--- src/rtl/bsg_lfsr_range_pkg.sv ---
// Shared types and sizing helpers for the LFSR range sampler.
// The optional statistics port is controlled by BSG_LFSR_RANGE_SAMPLER_STATS_EN
// (see bsg_lfsr_range_sampler.sv).
package bsg_lfsr_range_pkg;

    // Two-state controller: draw words until one is usable, then present it.
    typedef enum logic {
        S_SAMPLE = 1'b0,
        S_HOLD   = 1'b1
    } bsg_lfsr_range_state_e;

    // Retry counter sizing for the default retry budget.
    localparam int unsigned default_max_retry_lp   = 4;
    localparam int unsigned default_retry_width_lp = $clog2(default_max_retry_lp + 1);

    // Retry counter width for an arbitrary retry budget.
    function automatic int unsigned retry_width(input int unsigned max_retry);
        return $clog2(max_retry + 1);
    endfunction

endpackage

--- src/rtl/bsg_lfsr_range_mask.sv ---
// Combinational limit -> mask conversion for the range sampler.
// The mask covers every bit at or below the MSB of (limit-1), so masking a
// random word yields a value below twice the limit. A limit of 0 means the
// full 2^width_p range and maps to an all-ones mask.
module bsg_lfsr_range_mask #(
    parameter int width_p = 16
) (
    input  logic [width_p-1:0] limit_i,
    output logic [width_p-1:0] mask_o
);

    // Enough doubling shifts to smear the top set bit across the whole word.
    localparam int stages_lp = (width_p > 1) ? $clog2(width_p) : 1;

    logic [width_p-1:0] smear;

    // OR-shift smear of limit-1; limit of zero is special-cased to all ones.
    always_comb begin
        smear = limit_i - width_p'(1);
        for (int i = 0; i < stages_lp; i++) begin
            smear = smear | (smear >> (1 << i));
        end
        mask_o = (limit_i == '0) ? '1 : smear;
    end

endmodule

--- src/rtl/bsg_lfsr_range_sampler.sv ---
// Rejection sampler that converts raw LFSR words into uniform values in
// [0, limit). Each sample cycle consumes one LFSR word. A word whose masked
// value falls outside the range is rejected; after max_retry_p tries the last
// candidate is folded into range by subtracting the limit.
//
// Handshakes:
//   lfsr_yumi_o : high in every sample cycle (out of reset); the LFSR advances
//                 on each high cycle whether the word is kept or not.
//   v_o / yumi_i: v_o stays high with data_o stable until the consumer raises
//                 yumi_i (only legal while v_o is high); the transfer happens
//                 at that clock edge.
//
// Optional feature: define BSG_LFSR_RANGE_SAMPLER_STATS_EN to add
// reject_cnt_o, a saturating count of rejected words (folded ones included).
module bsg_lfsr_range_sampler
    import bsg_lfsr_range_pkg::*;
#(
    parameter int lfsr_width_p = 32,
    parameter int width_p      = 16,
    parameter int max_retry_p  = 4
) (
    input  logic                    clk,
    input  logic                    reset_n_i,
    input  logic [lfsr_width_p-1:0] lfsr_i,
    output logic                    lfsr_yumi_o,
    input  logic                    limit_v_i,
    input  logic [width_p-1:0]      limit_i,
    output logic                    v_o,
    output logic [width_p-1:0]      data_o,
    input  logic                    yumi_i
`ifdef BSG_LFSR_RANGE_SAMPLER_STATS_EN
    ,
    output logic [31:0]             reject_cnt_o
`endif
);

    localparam int retry_width_lp = retry_width(max_retry_p);

    bsg_lfsr_range_state_e state_r, state_n;
    logic [width_p-1:0]        limit_r, limit_n;
    logic [retry_width_lp-1:0] retry_r, retry_n;
    logic [width_p-1:0]        data_r, data_n;
    logic                      v_r, v_n;

    logic [width_p-1:0] mask;
    logic [width_p-1:0] cand;
    logic               accept;
    logic               last_try;
    logic               reject_event;

    bsg_lfsr_range_mask #(
        .width_p (width_p)
    ) mask_inst (
        .limit_i (limit_r),
        .mask_o  (mask)
    );

    // Only the low width_p bits of the LFSR word are drawn from.
    generate
        if (width_p < lfsr_width_p) begin : g_unused_hi
            logic unused_lfsr_hi;
            assign unused_lfsr_hi = ^lfsr_i[lfsr_width_p-1:width_p];
        end
    endgenerate

    assign cand     = lfsr_i[width_p-1:0] & mask;
    assign accept   = (limit_r == '0) || (cand < limit_r);
    assign last_try = (retry_r == retry_width_lp'(max_retry_p - 1));

    assign lfsr_yumi_o = reset_n_i && (state_r == S_SAMPLE);
    assign v_o         = v_r;
    assign data_o      = data_r;

    // Next-state and datapath decisions for the sample/hold controller.
    always_comb begin
        state_n      = state_r;
        limit_n      = limit_r;
        retry_n      = retry_r;
        data_n       = data_r;
        v_n          = v_r;
        reject_event = 1'b0;

        if (limit_v_i) begin
            limit_n = limit_i;
        end

        case (state_r)
            S_SAMPLE: begin
                if (limit_v_i) begin
                    // Word drawn under the old limit is thrown away.
                    retry_n = '0;
                end else if (accept) begin
                    data_n  = cand;
                    v_n     = 1'b1;
                    retry_n = '0;
                    state_n = S_HOLD;
                end else if (!last_try) begin
                    reject_event = 1'b1;
                    retry_n      = retry_r + retry_width_lp'(1);
                end else begin
                    // Out of retries: fold the candidate (< 2*limit) into range.
                    reject_event = 1'b1;
                    data_n       = cand - limit_r;
                    v_n          = 1'b1;
                    retry_n      = '0;
                    state_n      = S_HOLD;
                end
            end
            S_HOLD: begin
                // Either the consumer took the value or a new limit voids it.
                if (yumi_i || limit_v_i) begin
                    v_n     = 1'b0;
                    retry_n = '0;
                    state_n = S_SAMPLE;
                end
            end
            default: begin
                state_n = S_SAMPLE;
                v_n     = 1'b0;
                retry_n = '0;
            end
        endcase
    end

    // State and datapath registers with synchronous active-low reset.
    always_ff @(posedge clk) begin
        if (!reset_n_i) begin
            state_r <= S_SAMPLE;
            limit_r <= '0;
            retry_r <= '0;
            data_r  <= '0;
            v_r     <= 1'b0;
        end else begin
            state_r <= state_n;
            limit_r <= limit_n;
            retry_r <= retry_n;
            data_r  <= data_n;
            v_r     <= v_n;
        end
    end

`ifdef BSG_LFSR_RANGE_SAMPLER_STATS_EN
    logic [31:0] reject_cnt_r;

    // Saturating count of rejected words.
    always_ff @(posedge clk) begin
        if (!reset_n_i) begin
            reject_cnt_r <= '0;
        end else if (reject_event && (reject_cnt_r != '1)) begin
            reject_cnt_r <= reject_cnt_r + 32'd1;
        end
    end

    assign reject_cnt_o = reject_cnt_r;
`else
    logic unused_reject_event;
    assign unused_reject_event = reject_event;
`endif

endmodule
--- config.mk ---
export PLATFORM = sky130hd
export DESIGN_NAME = bsg_lfsr_range_sampler
export DESIGN_NICKNAME = d
export VERILOG_FILES = /design/src/rtl/bsg_lfsr_range_pkg.sv /design/src/rtl/bsg_lfsr_range_mask.sv /design/src/rtl/bsg_lfsr_range_sampler.sv
export SDC_FILE = /design/constraint.sdc
export NUM_CORES = 1
export LEC_CHECK = 0
export CAP_MARGIN = 20
export CORE_MARGIN = 5
export CORE_UTILIZATION = 40
export CTS_BUF_LIST = sky130_fd_sc_hd__clkbuf_8
export CTS_CLUSTER_DIAMETER = 50
export DETAILED_ROUTE_END_ITERATION = 6
export GPL_TIMING_DRIVEN = 0
export PLACE_DENSITY = 0.65
export SLEW_MARGIN = 40
export SYNTH_ARGS = -nofsm -noshare
export SYNTH_HDL_FRONTEND = slang
export SYNTH_HIERARCHICAL = 1
export SYNTH_SLANG_ARGS = --single-unit
--- constraint.sdc ---
create_clock -name clk -period 5.44 [get_ports clk]
set_clock_uncertainty 0.1 [all_clocks]
set_input_delay 1.088 -clock clk [delete_from_list [all_inputs] [get_ports clk]]
set_output_delay 1.088 -clock clk [all_outputs]
set_load 0.05 [all_outputs]
==> flow_metrics.env <==
export IMPL_wl_met2_mm=4.25
export IMPL_path_depth=18
export IMPL_p_per_area_nw_per_um2=317
export IMPL_hp_class="reg -> reg"
export IMPL_path_clk_slew_ns=0.08
export IMPL_setup_slack_ns=0.394
export IMPL_reg2reg_to="data_o[0]"
export IMPL_status="finished clean"
export IMPL_critical_path_max_stage_delay_ns=0.48
export IMPL_final_area_um2=4090
export IMPL_rows=33
export IMPL_io_pins=70
export IMPL_htreeDepth=2
export IMPL_synth_xor_area_share=0.0397
export IMPL_post_cts_setup_buffer_count=0
export IMPL_endpoint="data_o[0]"
export IMPL_multi_input_area_um2=2370
export IMPL_syn_to_final_growth_pct=23.6
export IMPL_period_share=0.928
export IMPL_fin_crit_ns=5.05
export IMPL_post_route_drc_count=0
export IMPL_fillers=787
export IMPL_dpl_worst_slack_ns=0.354
export IMPL_rr_worst_depth=18
export IMPL_cp_startpoint="limit_r[0]"
export IMPL_core_area_um2=8130
export IMPL_synth_top_family_by_area="simple AND/OR/NAND/NOR gates"
export IMPL_muxShareOfSynthArea=0.0741
export IMPL_cts_buffers=5
export IMPL_overflow=0
export IMPL_grt_max_degree=13
export IMPL_die_h_um=101
export IMPL_r2r_start="limit_r[0]"
export IMPL_wl_per_cell_um=15.9
export IMPL_yosys_cell_types_count=69
export IMPL_place_congestion=0.929
export IMPL_hold_violations=0
export IMPL_layout_nets=537
export IMPL_grt_pass1_vias=3029
export IMPL_drt_iter0_drc=92
export IMPL_numPortBuffers=51
export IMPL_routed_wl_mm=9.08
export IMPL_yosysTopAreaCellShare=0.224
export IMPL_seqCellArea_um2=741
export IMPL_cts_sinks=37
export IMPL_drt_met1_wl_mm=4.13
export IMPL_n_antenna_cell=0
export IMPL_antenna_found_initial=0
export IMPL_cts_tree="yes"
export IMPL_worstPathRequired_ns=5.58
export IMPL_cap_violations=0
export IMPL_synth_fa_ha_area_frac=0.0816
export IMPL_grt_pass1_wl_mm=14.8
export IMPL_cp_max_fo=9
export IMPL_vias=3169
export IMPL_cts_root_buf="clkbuf_8"
export IMPL_detail_route_antenna_nets=0
export IMPL_reg2reg_slack_ns=0.39
export IMPL_firstDrtPassIters=4
export IMPL_ys_ff_latch=37
export IMPL_crit_chain="clkbuf_1 > inv_1 > ha_1 > clkbuf_1 > o21bai_1 > and2_1 > o31a_2 > a21boi_0 > nand4_1 > and2_1 > ha_1 > nor2b_4 > o31a_1 > o22a_4 > o211a_1 > nor2_4 > mux2_4 > a21oi_2"
export IMPL_synth_simple_gate_area_frac=0.284
export IMPL_synth_edff_count=0
export IMPL_yosysTopAreaCell="dfxtp_1"
export IMPL_critPathTopFamily="compound AO/OA/AOI/OAI gates"
export IMPL_post_dp_cell_area_um2=3950
export IMPL_start_util=0.407
export IMPL_ir_drop_uv=111
export IMPL_worst_path_buf_inv=3
export IMPL_wl_met3_um=425
export IMPL_slew_viol_final=0
export IMPL_ys_flop_type="dfxtp_1"
export IMPL_slowest_stage="a21boi_0"
export IMPL_fmax_ghz=0.198
export IMPL_ys_seq_area_frac=0.224
export IMPL_layoutNonFillerInstCount=570
export IMPL_dp_cells=562
export IMPL_drive_gt1_frac=0.0946
export IMPL_critPathLaunchType="flip-flop"
export IMPL_leakage_nw=1.57
export IMPL_dieArea_um2=10200
export IMPL_cp_end_kind="flip-flop"
export IMPL_async_flop_share=0
export IMPL_syn_area_um2=3310
export IMPL_track_usage=0.181
export IMPL_syn_inst=406
export IMPL_syn_area_per_cell_um2=8.15
export IMPL_setup_viol=0
export IMPL_cp_arrival_ns=5.18
export IMPL_cts_resized=0
export IMPL_yosysWarningCount=6
export IMPL_synth_compound_area_share=0.235
export IMPL_vias_per_cell=5.56
export IMPL_slew_headroom=0.535
export IMPL_clock_latency_ns=0.30
export IMPL_dp_hpwl_mm=7.13
export IMPL_ctsHoldBuffers=0
export IMPL_worst_slew_pin_slew_ns=0.693
export IMPL_grt_setup_unrepaired="false"
export IMPL_setup_tns_ns=0
export IMPL_synthTopCellsByArea="dfxtp_1 (22%), ha_1 (7.6%), mux2i_1 (7.0%), nor2b_1 (4.7%), a21oi_1 (3.6%)"
export IMPL_cts_path_max_buffers=2
export IMPL_die_w_um=101
export IMPL_highest_layer="met4"
export IMPL_syn_nets=479
export IMPL_critical_path_class="reg -> reg"
[sequential cells by signal, indices dropped and copies added (netlist names)]
signal   cells
data_o      16
limit_r     16
retry_r      3
state_r      1
v_o          1
[area by class of cell]
cell class / count / area share
sequential: 37 / 0.181
inverter: 25 / 0.0229
tap: 105 / 0.0321
timing repair buffer: 51 / 0.125
buffer: 16 / 0.0266
clock inverter: 3 / 0.0159
clock buffer: 5 / 0.0168
multi-input combinational: 328 / 0.580
[synth_stat cells (4+ instances only)]
cell / number
nor4_1: 10
nand3_1: 8
nor2_1: 20
o31a_1: 5
a211oi_1: 5
ha_1: 20
nor3_1: 4
o21a_1: 6
dfxtp_1: 37
mux2i_1: 23
clkbuf_1: 7
nand2b_1: 4
buf_6: 6
or3_1: 5
nand2_1: 32
nor2b_1: 25
a21oi_1: 24
inv_1: 25
and2_1: 17
o21ai_1: 8
a31oi_1: 8
o21ai_0: 18
xnor2_1: 12
nand4_1: 11
[power by group]
part | internal (mW) | switching, mW | total [mW]
clock network | 0.182 | 0.109 | 0.292
registers | 0.306 | 0.0311 | 0.338
logic | 0.271 | 0.396 | 0.667
[per-stage QoR]
step | utilization | hold slack (ns) | power [mW]
6_report | 0.503 | 0.357 | 1.30
5_1_grt | 0.503 | 0.369 | 1.37
4_1_cts | 0.502 | 0.355 | 1.30
3_5_place_dp | 0.486 | 0.341 | 1.00
3_3_place_gp | 0.486 | 0.319 | 0.994
2_1_floorplan | - | 0.310 | 0.826
[worst min path at each step]
stage          startpoint    endpoint  slack, ns  cells after the start
3_3_place_gp   retry_r[2]  retry_r[2]       0.32                      2
5_1_grt        retry_r[2]  retry_r[2]       0.37                      2
3_5_place_dp   retry_r[2]  retry_r[2]       0.34                      2
6_report       retry_r[2]  retry_r[2]       0.36                      2
4_1_cts        retry_r[2]  retry_r[2]       0.35                      2
2_1_floorplan  retry_r[2]  retry_r[2]       0.31                      2
[metal layers]
| layer | vias up | track usage |
|---|---|---|
| met4 | 0 | 0.0716 |
| met1 | 1458 | 0.236 |
| li1 | 1600 | - |
| met3 | 25 | 0.0277 |
| met5 | - | 0 |
| met2 | 86 | 0.297 |
[worst reg2reg max path, cell delays in order (launching register included)]
cell,delay (ns)
dfxtp_1,0.44
clkbuf_1,0.31
inv_1,0.12
ha_1,0.21
clkbuf_1,0.19
o21bai_1,0.24
and2_1,0.20
o31a_2,0.28
a21boi_0,0.48
nand4_1,0.16
and2_1,0.21
ha_1,0.33
nor2b_4,0.15
o31a_1,0.29
o22a_4,0.30
o211a_1,0.26
nor2_4,0.27
mux2_4,0.34
a21oi_2,0.12
[placed cells by master, fill, tap and decap left out, types with 10 or more instances in the layout]
cell             instances
ha_1                    20
nor2_1                  20
dfxtp_1                 37
and2_1                  17
nor4_1                  10
o21ai_0                 18
clkdlybuf4s50_1         51
xnor2_1                 12
mux2i_1                 23
nand2_1                 32
nor2b_1                 25
inv_1                   25
nand4_1                 11
a21oi_1                 24
[logic make-up (layout without fill, tap and decap cells)]
| family | after synthesis | after routing |
|---|---|---|
| XOR/XNOR | 15 | 15 |
| buffers and inverters | 41 | 100 |
| adder cells (fa/ha/maj) | 21 | 21 |
| multiplexers | 24 | 24 |
| flip-flops | 37 | 37 |
| AND/OR/NAND/NOR | 159 | 159 |
| AO/OA/AOI/OAI | 109 | 109 |
Power figures use the tool's default switching activity.
